### src/rtl/alu_operand_collector.sv
// Operand collector ahead of the ALU: merges split-operand host commands, enforces
// a timeout on the missing operand and stalls the host while a multiply is in flight.
module alu_operand_collector #(
  parameter int unsigned n       = 8,
  parameter int unsigned m       = 4,
  parameter int unsigned TIMEOUT = 16,
  parameter int unsigned MUL_GAP = 3
) (
  input  logic         CLK,
  input  logic         RST,
  input  logic         CE,
  input  logic         MODE,
  input  logic [m-1:0] CMD,
  input  logic [1:0]   INP_VALID,
  input  logic [n-1:0] OPA,
  input  logic [n-1:0] OPB,
  input  logic         CIN,
  output logic         BUSY,
  output logic         TIMEOUT_ERR,
  output logic         ALU_CE,
  output logic         ALU_MODE,
  output logic [m-1:0] ALU_CMD,
  output logic         ALU_CIN,
  output logic [1:0]   ALU_INP_VALID,
  output logic [n-1:0] ALU_OPA,
  output logic [n-1:0] ALU_OPB
);

  localparam int unsigned CW = $clog2(TIMEOUT + MUL_GAP + 1) + 1;
  localparam logic [CW-1:0] T_LAST = CW'(TIMEOUT - 2);
  localparam logic [CW-1:0] M_LAST = CW'(MUL_GAP - 1);

  typedef enum logic [1:0] {S_IDLE, S_WAIT, S_HOLD} state_t;

  state_t         state, state_n;
  logic [CW-1:0]  cnt, cnt_n;
  logic           l_mode, l_mode_n, l_cin, l_cin_n;
  logic [m-1:0]   l_cmd, l_cmd_n;
  logic [1:0]     l_iv, l_iv_n;
  logic [n-1:0]   l_opa, l_opa_n, l_opb, l_opb_n;
  logic           err_n, ce_n, mode_n, cin_n;
  logic [m-1:0]   cmd_n;
  logic [1:0]     iv_n;
  logic [n-1:0]   opa_n, opb_n;
  logic           iss;

  function automatic logic two_op(input logic md, input logic [m-1:0] c);
    int unsigned ci;
    ci = 32'(c);
    if (md) return (ci <= 3) || (ci >= 8 && ci <= 12);
    else    return (ci <= 5) || (ci == 12) || (ci == 13);
  endfunction

  assign BUSY = (state == S_HOLD);

  always_comb begin
    state_n  = state;
    cnt_n    = cnt;
    l_mode_n = l_mode;
    l_cmd_n  = l_cmd;
    l_cin_n  = l_cin;
    l_iv_n   = l_iv;
    l_opa_n  = l_opa;
    l_opb_n  = l_opb;
    err_n    = 1'b0;
    ce_n     = 1'b0;
    mode_n   = ALU_MODE;
    cmd_n    = ALU_CMD;
    cin_n    = ALU_CIN;
    iv_n     = ALU_INP_VALID;
    opa_n    = ALU_OPA;
    opb_n    = ALU_OPB;
    iss      = 1'b0;
    case (state)
      S_IDLE: begin
        if (CE && INP_VALID != 2'b00) begin
          if (two_op(MODE, CMD) && INP_VALID != 2'b11) begin
            l_mode_n = MODE;
            l_cmd_n  = CMD;
            l_cin_n  = CIN;
            l_iv_n   = INP_VALID;
            l_opa_n  = OPA;
            l_opb_n  = OPB;
            cnt_n    = '0;
            state_n  = S_WAIT;
          end else begin
            iss    = 1'b1;
            mode_n = MODE;
            cmd_n  = CMD;
            cin_n  = CIN;
            iv_n   = INP_VALID;
            opa_n  = OPA;
            opb_n  = OPB;
          end
        end
      end
      S_WAIT: begin
        cnt_n = cnt + 1'b1;
        // An arriving operand takes priority over expiry on the same edge.
        if (CE && (INP_VALID & ~l_iv) != 2'b00) begin
          iss    = 1'b1;
          mode_n = l_mode;
          cmd_n  = l_cmd;
          cin_n  = l_cin;
          iv_n   = 2'b11;
          opa_n  = l_iv[0] ? l_opa : OPA;
          opb_n  = l_iv[1] ? l_opb : OPB;
        end else if (cnt == T_LAST) begin
          err_n   = 1'b1;
          state_n = S_IDLE;
        end
      end
      S_HOLD: begin
        cnt_n = cnt + 1'b1;
        if (cnt == M_LAST) state_n = S_IDLE;
      end
      default: state_n = S_IDLE;
    endcase
    if (iss) begin
      ce_n = 1'b1;
      if (mode_n && (32'(cmd_n) == 9 || 32'(cmd_n) == 10)) begin
        state_n = S_HOLD;
        cnt_n   = '0;
      end else begin
        state_n = S_IDLE;
      end
    end
  end

  always_ff @(posedge CLK) begin
    if (!RST) begin
      state         <= S_IDLE;
      cnt           <= '0;
      l_mode        <= 1'b0;
      l_cmd         <= '0;
      l_cin         <= 1'b0;
      l_iv          <= '0;
      l_opa         <= '0;
      l_opb         <= '0;
      TIMEOUT_ERR   <= 1'b0;
      ALU_CE        <= 1'b0;
      ALU_MODE      <= 1'b0;
      ALU_CMD       <= '0;
      ALU_CIN       <= 1'b0;
      ALU_INP_VALID <= '0;
      ALU_OPA       <= '0;
      ALU_OPB       <= '0;
    end else begin
      state         <= state_n;
      cnt           <= cnt_n;
      l_mode        <= l_mode_n;
      l_cmd         <= l_cmd_n;
      l_cin         <= l_cin_n;
      l_iv          <= l_iv_n;
      l_opa         <= l_opa_n;
      l_opb         <= l_opb_n;
      TIMEOUT_ERR   <= err_n;
      ALU_CE        <= ce_n;
      ALU_MODE      <= mode_n;
      ALU_CMD       <= cmd_n;
      ALU_CIN       <= cin_n;
      ALU_INP_VALID <= iv_n;
      ALU_OPA       <= opa_n;
      ALU_OPB       <= opb_n;
    end
  end

endmodule

### config.mk
export PLATFORM = sky130hd
export DESIGN_NAME = alu_operand_collector
export DESIGN_NICKNAME = d
export VERILOG_FILES = /design/src/rtl/alu_operand_collector.sv
export SDC_FILE = /design/constraint.sdc
export NUM_CORES = 1
export LEC_CHECK = 0
export BUFFER_PORTS_ARGS = -buffer_cell sky130_fd_sc_hd__clkbuf_2
export CORE_MARGIN = 5
export CORE_UTILIZATION = 49
export DETAILED_ROUTE_END_ITERATION = 6
export PLACE_DENSITY_LB_ADDON = 0.2
export SLEW_MARGIN = 40
export SYNTH_ARGS = -nofsm -noshare
export SYNTH_HDL_FRONTEND = slang
export SYNTH_SLANG_ARGS = --single-unit
### constraint.sdc
create_clock -name CLK -period 2.2 [get_ports CLK]
set_clock_uncertainty 0.05 [all_clocks]
set_input_delay 0 -clock CLK [delete_from_list [all_inputs] [get_ports CLK]]
set_output_delay 0 -clock CLK [all_outputs]
set_load 0.05 [all_outputs]
# Word-level counts from Yosys, hierarchy flattened
# Cells that the tools add are included.
[totals]
reg_bits = 58
elab_cells = 108
[op_classes]
muxes = 48
n_eq_ne = 17
order_cmp = 4
add_sub_neg = 1
n_reduce_logical = 18
n_bitwise = 4
[op_table]
columns = ["op", "n"]
rows = [
  ["$mux 8", 8],
  ["$pmux 8 s2", 2],
  ["$mux 6", 4],
  ["$mux 2", 10],
  ["$eq 4x4->1 const B", 4],
  ["$mux 1", 14],
  ["$mux 4", 3],
  ["$ne 3x3->1 const B", 4],
  ["$pmux 6 s2", 1],
  ["$ne 2x2->1 const B", 4],
  ["$pmux 4 s2", 1],
  ["$add 6x1->6 const B", 1],
  ["$eq 6x2->1 const B", 1],
  ["$eq 6x4->1 const B", 1],
  ["$pmux 1 s2", 3],
  ["$pmux 2 s3", 1],
  ["$reduce_bool 2->1", 3],
  ["$logic_and 1x1->1", 5],
  ["$reduce_and 5->1", 1],
  ["$ge 4x4->1 const B", 1],
  ["$le 4x2->1 const B", 1],
  ["$le 4x3->1 const B", 1],
  ["$le 4x4->1 const B", 1],
  ["$logic_or 1x1->1", 4],
  ["other kinds (12)", 13],
]

# Depth between registers and ports, before layout
# Gate-level depths: netlist of run 1.
[logic_depth]
ltp_word = 15
ltp_mapped = 10

# Least setup slack after synthesis of run 1
# No wires, ideal clock.
[synth_timing]
path_type = "flip-flop to flip-flop"
from = "register l_iv[1]"
to = "register cnt[2]"
period_less_slack_ps = 2106
required_ps = 2055
setup_ps = 95
setup_slack_ps = 94
arrival_time_ps = 1961
path_stages_with_launch = 8
n_path_buf = 1
path_cell_list = "dfxtp_1 -> nand2b_1 -> a21boi_2 -> mux2_2 -> a222oi_1 -> nor4bb_1 -> clkbuf_1 -> a221oi_1"
[synth_via]
elab_chain_cells = 11
word_cells_on_any_way = 16
cone_classes = "eq/ne: 2; mux: 8; bitwise: 2; reduce/logical: 4"
[synth_rtl]
columns = ["item", "line_no", "rtl"]
rows = [
  ["start: declaration", "39", "logic [1:0] l_iv, l_iv_n;"],
  ["start signal: assignment", "154", "l_iv <= l_iv_n;"],
  ["$not 2->2 (*)", "100", "if (CE && (INP_VALID & ~l_iv) != 2'b00) begin"],
  ["$and 2x2->2 (*)", "100", ""],
  ["$reduce_bool 2->1 (*)", "100", ""],
  ["$logic_and 1x1->1 (*)", "100", ""],
  ["$mux 4", "100", ""],
  ["$pmux 4 s2", "74", "case (state)"],
  ["$eq 4x4->1", "121", "if (mode_n && (32'(cmd_n) == 9 || 32'(cmd_n) == 10)) begin"],
  ["$logic_or 1x1->1", "121", ""],
  ["$logic_and 1x1->1", "121", ""],
  ["$mux 6", "121", ""],
  ["$mux 6 (*)", "119", "if (iss) begin"],
  ["end signal: assignment", "150", "cnt <= cnt_n;"],
  ["end: declaration", "36", "logic [CW-1:0] cnt, cnt_n;"],
]
# Mark *: on every way between the ends. The rest lies on a longest branch, timed or not.
# A chain may end at the register's enable or synchronous reset.

# Final worst setup path of run 1
[layout_timing]
from = "input port MODE"
to = "register state[1]"
[layout_via]
elab_chain_cells = 12
word_cells_on_any_way = 25
cone_classes = "eq/ne: 7; mux: 14; reduce/logical: 4"
[layout_rtl]
columns = ["item", "line_no", "rtl"]
rows = [
  ["start: declaration", "12", "input logic MODE,"],
  ["$mux 1", "50", "if (md) return (ci <= 3) || (ci >= 8 && ci <= 12);"],
  ["$mux 1", "76", "if (CE && INP_VALID != 2'b00) begin"],
  ["$mux 1", "74", ""],
  ["$logic_and 1x1->1", "77", "if (two_op(MODE, CMD) && INP_VALID != 2'b11) begin"],
  ["$mux 4", "77", ""],
  ["$mux 4", "76", ""],
  ["$pmux 4 s2", "74", ""],
  ["$eq 4x4->1", "121", ""],
  ["$logic_or 1x1->1", "121", ""],
  ["$logic_and 1x1->1", "121", ""],
  ["$mux 2", "121", ""],
  ["$mux 2", "119", ""],
  ["end signal: assignment", "149", "state <= state_n;"],
  ["end: declaration", "35", "state_t state, state_n;"],
]
# Parallel ways exist; a longest one is shown, timed or not. The select of a mux whose other input is x is not followed.

==> impl_metrics.ini, run 1 <==
[status]
status = finished, violations left
violations = setup timing

[power]
p_per_area_mw_per_mm2 = 812
power_mw = 3.12
p_leak_nw = 1.61
ir_drop_mv = 0.643

[synth]
synth.distinct_cells = 43
syn_inst = 292
yosysMostFrequentCell = dfxtp_1
yosysTopAreaCellShare = 0.444
synth_seq_cells = 58
syn-cell-area_mm2 = 0.00261
yosysTopAreaCell = dfxtp_1
async_reset_ff_frac = 0
synth_edf_count = 0
synth_commonest_cells = dfxtp_1 (58), nor2_1 (55), nand2_1 (27), mux2i_1 (25), nand3_1 (18)
ys.flop_type = dfxtp_1
synth.avg_cell_area_um2 = 8.95
synthTopCellsByArea = dfxtp_1 (44%), mux2i_1 (9.6%), nor2_1 (7.9%)
ys_seq_area_frac = 0.444
synth_fp_nets = 325
yosysWarnings = 0

[sta]
maxSlewHeadroom = 0.690
finalHoldViolations = 0
clock.fmax_ghz = 0.454
setup_viol = 1
fin_ws_ps = -1.67
fin_crit_ps = 2200
rsz0062_at_grt = yes
tightest_slew_ps = 464
slew_viol_final = 0
tns_ps = -1.67
timing.final.crit_share = 1.00

[routing]
wl_per_cell_um = 16.4
drtIter0Drc = 197
routed_wirelength_um = 7790
drc_errors = 0
drtAntennaViolNets = 0
via_per_inst = 5.56
drtPass1Iterations = 4
vias = 2640

[clock_network]
clk_pin_slew_ps = 60
cts-htree-levels = 3
cts_made_buffers = 9
cts_sinks = 58
cts_max_path_buffers = 2
cts_tree = built
cts_root_buffer = clkbuf_8
clk_latency_ps = 330

[floorplanning]
ios = 54
fp-row-count = 26
die-area_mm2 = 0.00689
die_h_um = 83.0
start_util = 0.508
die_w_um = 83.0
core_mm2 = 0.00514

[placement]
placedInstanceArea_mm2 = 0.00310
hpwlAfterDp_um = 4490
post-place-cells = 421
place.gp.congestion = 0.856
port_buffers = 53

[global_routing]
grt_pass1_wl_um = 12000
antenna_found_initial = 0
grtUsageTotal = 0.211
overflow = 0
grt_max_degree = 39
grt_pass1_vias = 2570

[cells_and_area]
register_area_mm2 = 0.00116
nNetsFinal = 432
final_util = 0.747
layout.cells.non_filler = 475
finalInstanceArea_mm2 = 0.00384
drive_gt1_frac = 0.339
syn_to_final_growth_pct = 47.0
nFillCells = 376
multiInputGateArea_mm2 = 0.00154

[flow_run]
drv_cap = 0

[setup_path]
critical_path_class = primary input to flip-flop
reg2reg_from = cnt[0]$_SDFF_PN0_
critPathLaunchType = primary input
critical_path_arrival_ps = 2430
worstSetupEndpointType = flip-flop
critPathRequiredTime_ps = 2430
cp_max_fo = 7
cp_slowest_cell = dlygate4sd3_1
crit_start = MODE
cp_cell_sequence = dlygate4sd3_1, clkbuf_2, or3b_1, nand2_2, o21ba_4, a222oi_1, buf_4, nor4bb_4, buf_6, a41o_1
cpPeakStageDelay_ps = 540

[worst_hold_path]
hold_start = INP_VALID[1]
hold_path.class = primary input to flip-flop
[flip-flops by register name, summed over array words and instances (netlist names), 2 cells and up]
register	cells
ALU_OPA	8
ALU_OPB	8
l_opa	8
l_opb	8
cnt	6
ALU_CMD	4
l_cmd	4
ALU_INP_VALID	2
l_iv	2
state	2
[metrics by stage]
stage	worst slack, ps	hold WS, ps
final	-1.67	71.4
after floorplan	93.8	39.4
after global routing	-65.4	142
after detailed placement	-181	212
after global placement	-68.0	204
after CTS	15.3	47.0
[kinds of logic (layout without fill, tap and decap cells)]
family / Yosys count / in the layout / synth area share
AND/OR/NAND/NOR: 123 / 123 / 0.217
flip-flops: 58 / 58 / 0.444
AO/OA/AOI/OAI: 53 / 53 / 0.160
multiplexers: 29 / 29 / 0.113
buffers and inverters: 22 / 134 / 0.0330
adder cells (fa/ha/maj): 6 / 6 / 0.0287
XOR/XNOR: 1 / 1 / 0.00335
other: 0 / 1 / 0
[what timing repair did]
action | CTS | global route
gates resized for setup | 3 | 31
endpoints found under the hold margin | 44 | 0
endpoints found under the setup margin | 7 | 12
buffers inserted | 4 | 9
hold buffers | 25 | 0
cloned | 0 | 0
pin swaps | 3 | 10
[placed cells by master, fill, tap and decap left out, types with 5 or more instances in the layout]
cell type / count
a211oi_1: 5
a222oi_1: 5
a311oi_1: 16
buf_4: 30
clkbuf_2: 53
clkbuf_8: 10
dfxtp_1: 57
dlygate4sd3_1: 25
mux2i_1: 25
nand2_1: 25
nand3_1: 17
nor2_1: 53
o21ai_0: 7
[worst paths after layout]
check / endpoint / slack [ps] / cells after the start
hold reg to reg: ALU_OPA[1]$_SDFFE_PN0P_ / 440 / 2
setup reg to reg: state[1]$_SDFFE_PN0P_ / -2 / 8
setup / recovery: state[1]$_SDFFE_PN0P_ / -2 / 10
hold / removal: ALU_INP_VALID[1]$_SDFFE_PN0P_ / 70 / 3
[power breakdown]
part | leakage [nW] | internal, mW | switching (mW) | total (mW)
Sequential | 0.474 | 1.13 | 0.0465 | 1.18
Clock | 0.109 | 0.665 | 0.430 | 1.09
Combinational | 1.02 | 0.328 | 0.519 | 0.847
Total | 1.61 | 2.12 | 0.995 | 3.12
[worst max-delay path, delay by kind of cell]
| family | cells | cell delay (ps) |
|---|---|---|
| buf+inv | 4 | 1020 |
| simple gates | 3 | 930 |
| compound gates | 3 | 460 |
[final cells by class]
| class | instances | area share |
|---|---|---|
| Clock buffer | 11 | 0.0368 |
| Sequential cell | 58 | 0.303 |
| Antenna cell | 1 | 0.000652 |
| Multi-Input combinational cell | 212 | 0.400 |
| Inverter | 5 | 0.00489 |
| Clock inverter | 5 | 0.0202 |
| Timing Repair Buffer | 113 | 0.212 |
| Tap cell | 70 | 0.0228 |
[per-layer routing]
metal  GRT usage  part of all wire
met4       0.108             0.035
met5           0                 0
met3      0.0614             0.064
met1       0.259              0.41
met2       0.334              0.49
Note: power is estimated with default switching activity, not from simulation.
==> run 2: changes to the inputs <==
--- a/config.mk
+++ b/config.mk
@@ -6,8 +6,10 @@
 export NUM_CORES = 1
 export LEC_CHECK = 0
 export BUFFER_PORTS_ARGS = -buffer_cell sky130_fd_sc_hd__clkbuf_2
+export CELL_PAD_IN_SITES_DETAIL_PLACEMENT = 2
+export CELL_PAD_IN_SITES_GLOBAL_PLACEMENT = 2
 export CORE_MARGIN = 5
-export CORE_UTILIZATION = 49
+export CORE_UTILIZATION = 29
 export DETAILED_ROUTE_END_ITERATION = 6
 export PLACE_DENSITY_LB_ADDON = 0.2
 export SLEW_MARGIN = 40
==> run 2 against run 1 <==
Effect of this change:
- routed wire length rose by 40%
- the flow still finishes with violations (setup timing)
- total power grew 7.0%
- cell area grew 3.5%
- largest power group is now the clock network
==> impl_metrics.ini, run 2 (synthesis results as in run 1) <==
[status]
status = finished, violations left
violations = setup timing

[placement]
post-place-cells = 459
placedInstanceArea_mm2 = 0.00315
pre_cts_ws_ps = -279
port_buffers = 53
place.gp.congestion = 0.761
hpwlAfterDp_um = 5880

[cells_and_area]
finalInstanceArea_mm2 = 0.00397
layout.cells.non_filler = 517
nNetsFinal = 436
nFillCells = 968
syn_to_final_growth_pct = 52.1
final_util = 0.453
layout_commonest_cell = dfxtp_1
layout_common_cells = dfxtp_1 (54), nor2_1 (53), clkbuf_2 (53)
drive_gt1_frac = 0.363

[sta]
tightest_slew_ps = 689
setup_viol = 7
fin_crit_ps = 2330
slew_viol_final = 0
maxSlewHeadroom = 0.540
fin_ws_ps = -125
rsz0062_at_grt = yes
clock.fmax_ghz = 0.430
finalHoldViolations = 0
timing.final.crit_share = 1.06

[setup_path]
worst_r2r_path_depth = 9
cp_max_fo = 7
reg2reg_from = l_iv[0]$_SDFFE_PN0P_
rr_endpoint = state[1]$_SDFFE_PN0P_
endpoint = state[1]$_SDFFE_PN0P_
r2r_slack_ps = -130
critical_path_arrival_ps = 2490
critical_path_class = flip-flop to flip-flop
worstSetupEndpointType = flip-flop
critPathRequiredTime_ps = 2370
critPathLaunchType = flip-flop
crit_start = l_iv[0]$_SDFFE_PN0P_

[floorplanning]
core_mm2 = 0.00876
start_util = 0.298
die_w_um = 105
die_h_um = 105
ios = 54
die-area_mm2 = 0.0110
fp-row-count = 34

[routing]
wl_per_cell_um = 21.1
drc_errors = 0
vias = 2684
drtIter0Drc = 102
drtPass1Iterations = 4
via_per_inst = 5.19
routed_wirelength_um = 10900
drtAntennaViolNets = 0

[power]
power_mw = 3.34
ir_drop_mv = 0.527
p_leak_nw = 1.64
p_per_area_mw_per_mm2 = 840

[clock_network]
cts_root_buffer = clkbuf_8
cts_tree = built
cts-htree-levels = 3
clk_latency_ps = 340
cts_made_buffers = 9
cts_sinks = 58
cts_max_path_buffers = 2
clk_pin_slew_ps = 90

[worst_hold_path]
hold_path.class = primary input to flip-flop
hold_start = CMD[2]

[global_routing]
grt_pass1_vias = 2976
grt_pass1_wl_um = 16200
grtUsageTotal = 0.181
antenna_found_initial = 1
overflow = 0
grt_max_degree = 39

[flow_run]
drv_cap = 0
[run 2: changes by cell type in the layout (fill, tap and decap cells not counted), moves of 2 or more]
cell      delta
nand2_1      +2
inv_2        +3
inv_1        -3
o21ai_0      +2
dfxtp_1      -3
ha_4         +2
clkinv_4     +2
o21ai_1      -2
nand2_2      -2
buf_4        +3
dfxtp_2      +3
[run 2: power by group]
part	total (mW)	internal [mW]	switching [mW]	leakage, nW
sequential	1.18	1.13	0.0517	0.475
combinational	0.912	0.349	0.563	1.05
clock	1.24	0.753	0.490	0.123
total	3.34	2.23	1.11	1.64
[run 2: critical path: stages (launching register included)]
cell and delay (ps):
dfxtp_1 350, nand2b_4 170, a21boi_4 240, buf_6 140, mux2_4 290, a222oi_1 290
buf_4 220, xor2_4 80, buf_12 140, a41o_1 230
[run 2: repair_timing]
item,in CTS,in global routing
pin swaps,7,14
resized for setup,14,24
endpoints found under the hold margin,43,0
gates cloned,0,0
hold buffers,25,0
endpoints found under the setup margin,7,9
buffers inserted,8,8
[run 2: through the flow]
stage	setup TNS, ps	hold WS, ps
3_5_place_dp	-1730	215
2_1_floorplan	0	39.4
4_1_cts	-2.86	13.5
5_1_grt	-1600	86.9
3_3_place_gp	-610	202
6_report	-767	77.8
[run 2: final cells by class]
class	count	area [um2]	area share
Antenna cell	1	2.50	0.000630
Clock buffer	9	124	0.0312
Clock inverter	7	118	0.0296
Inverter	5	18.8	0.00472
Multi-Input combinational cell	212	1550	0.390
Sequential cell	58	1170	0.294
Tap cell	108	135	0.0340
Timing Repair Buffer	117	861	0.217
[run 2: worst min-delay path by stage]
stage / to / slack (ps) / cells after the start
5_1_grt: ALU_INP_VALID[1]$_SDFFE_PN0P_ / 90 / 3
3_3_place_gp: l_opa[3]$_SDFFE_PN0P_ / 200 / 3
3_5_place_dp: l_opa[5]$_SDFFE_PN0P_ / 210 / 3
4_1_cts: ALU_INP_VALID[1]$_SDFFE_PN0P_ / 10 / 3
2_1_floorplan: l_iv[1]$_SDFFE_PN0P_ / 40 / 1
6_report: ALU_CMD[2]$_SDFF_PN0_ / 80 / 4
[run 2: metal layers]
metal,share of wire,track usage,vias up
met4,0.016,0.0548,0
met1,0.42,0.225,1343
li1,-,-,1273
met3,0.033,0.0351,12
met2,0.53,0.315,56
met5,0,0,-
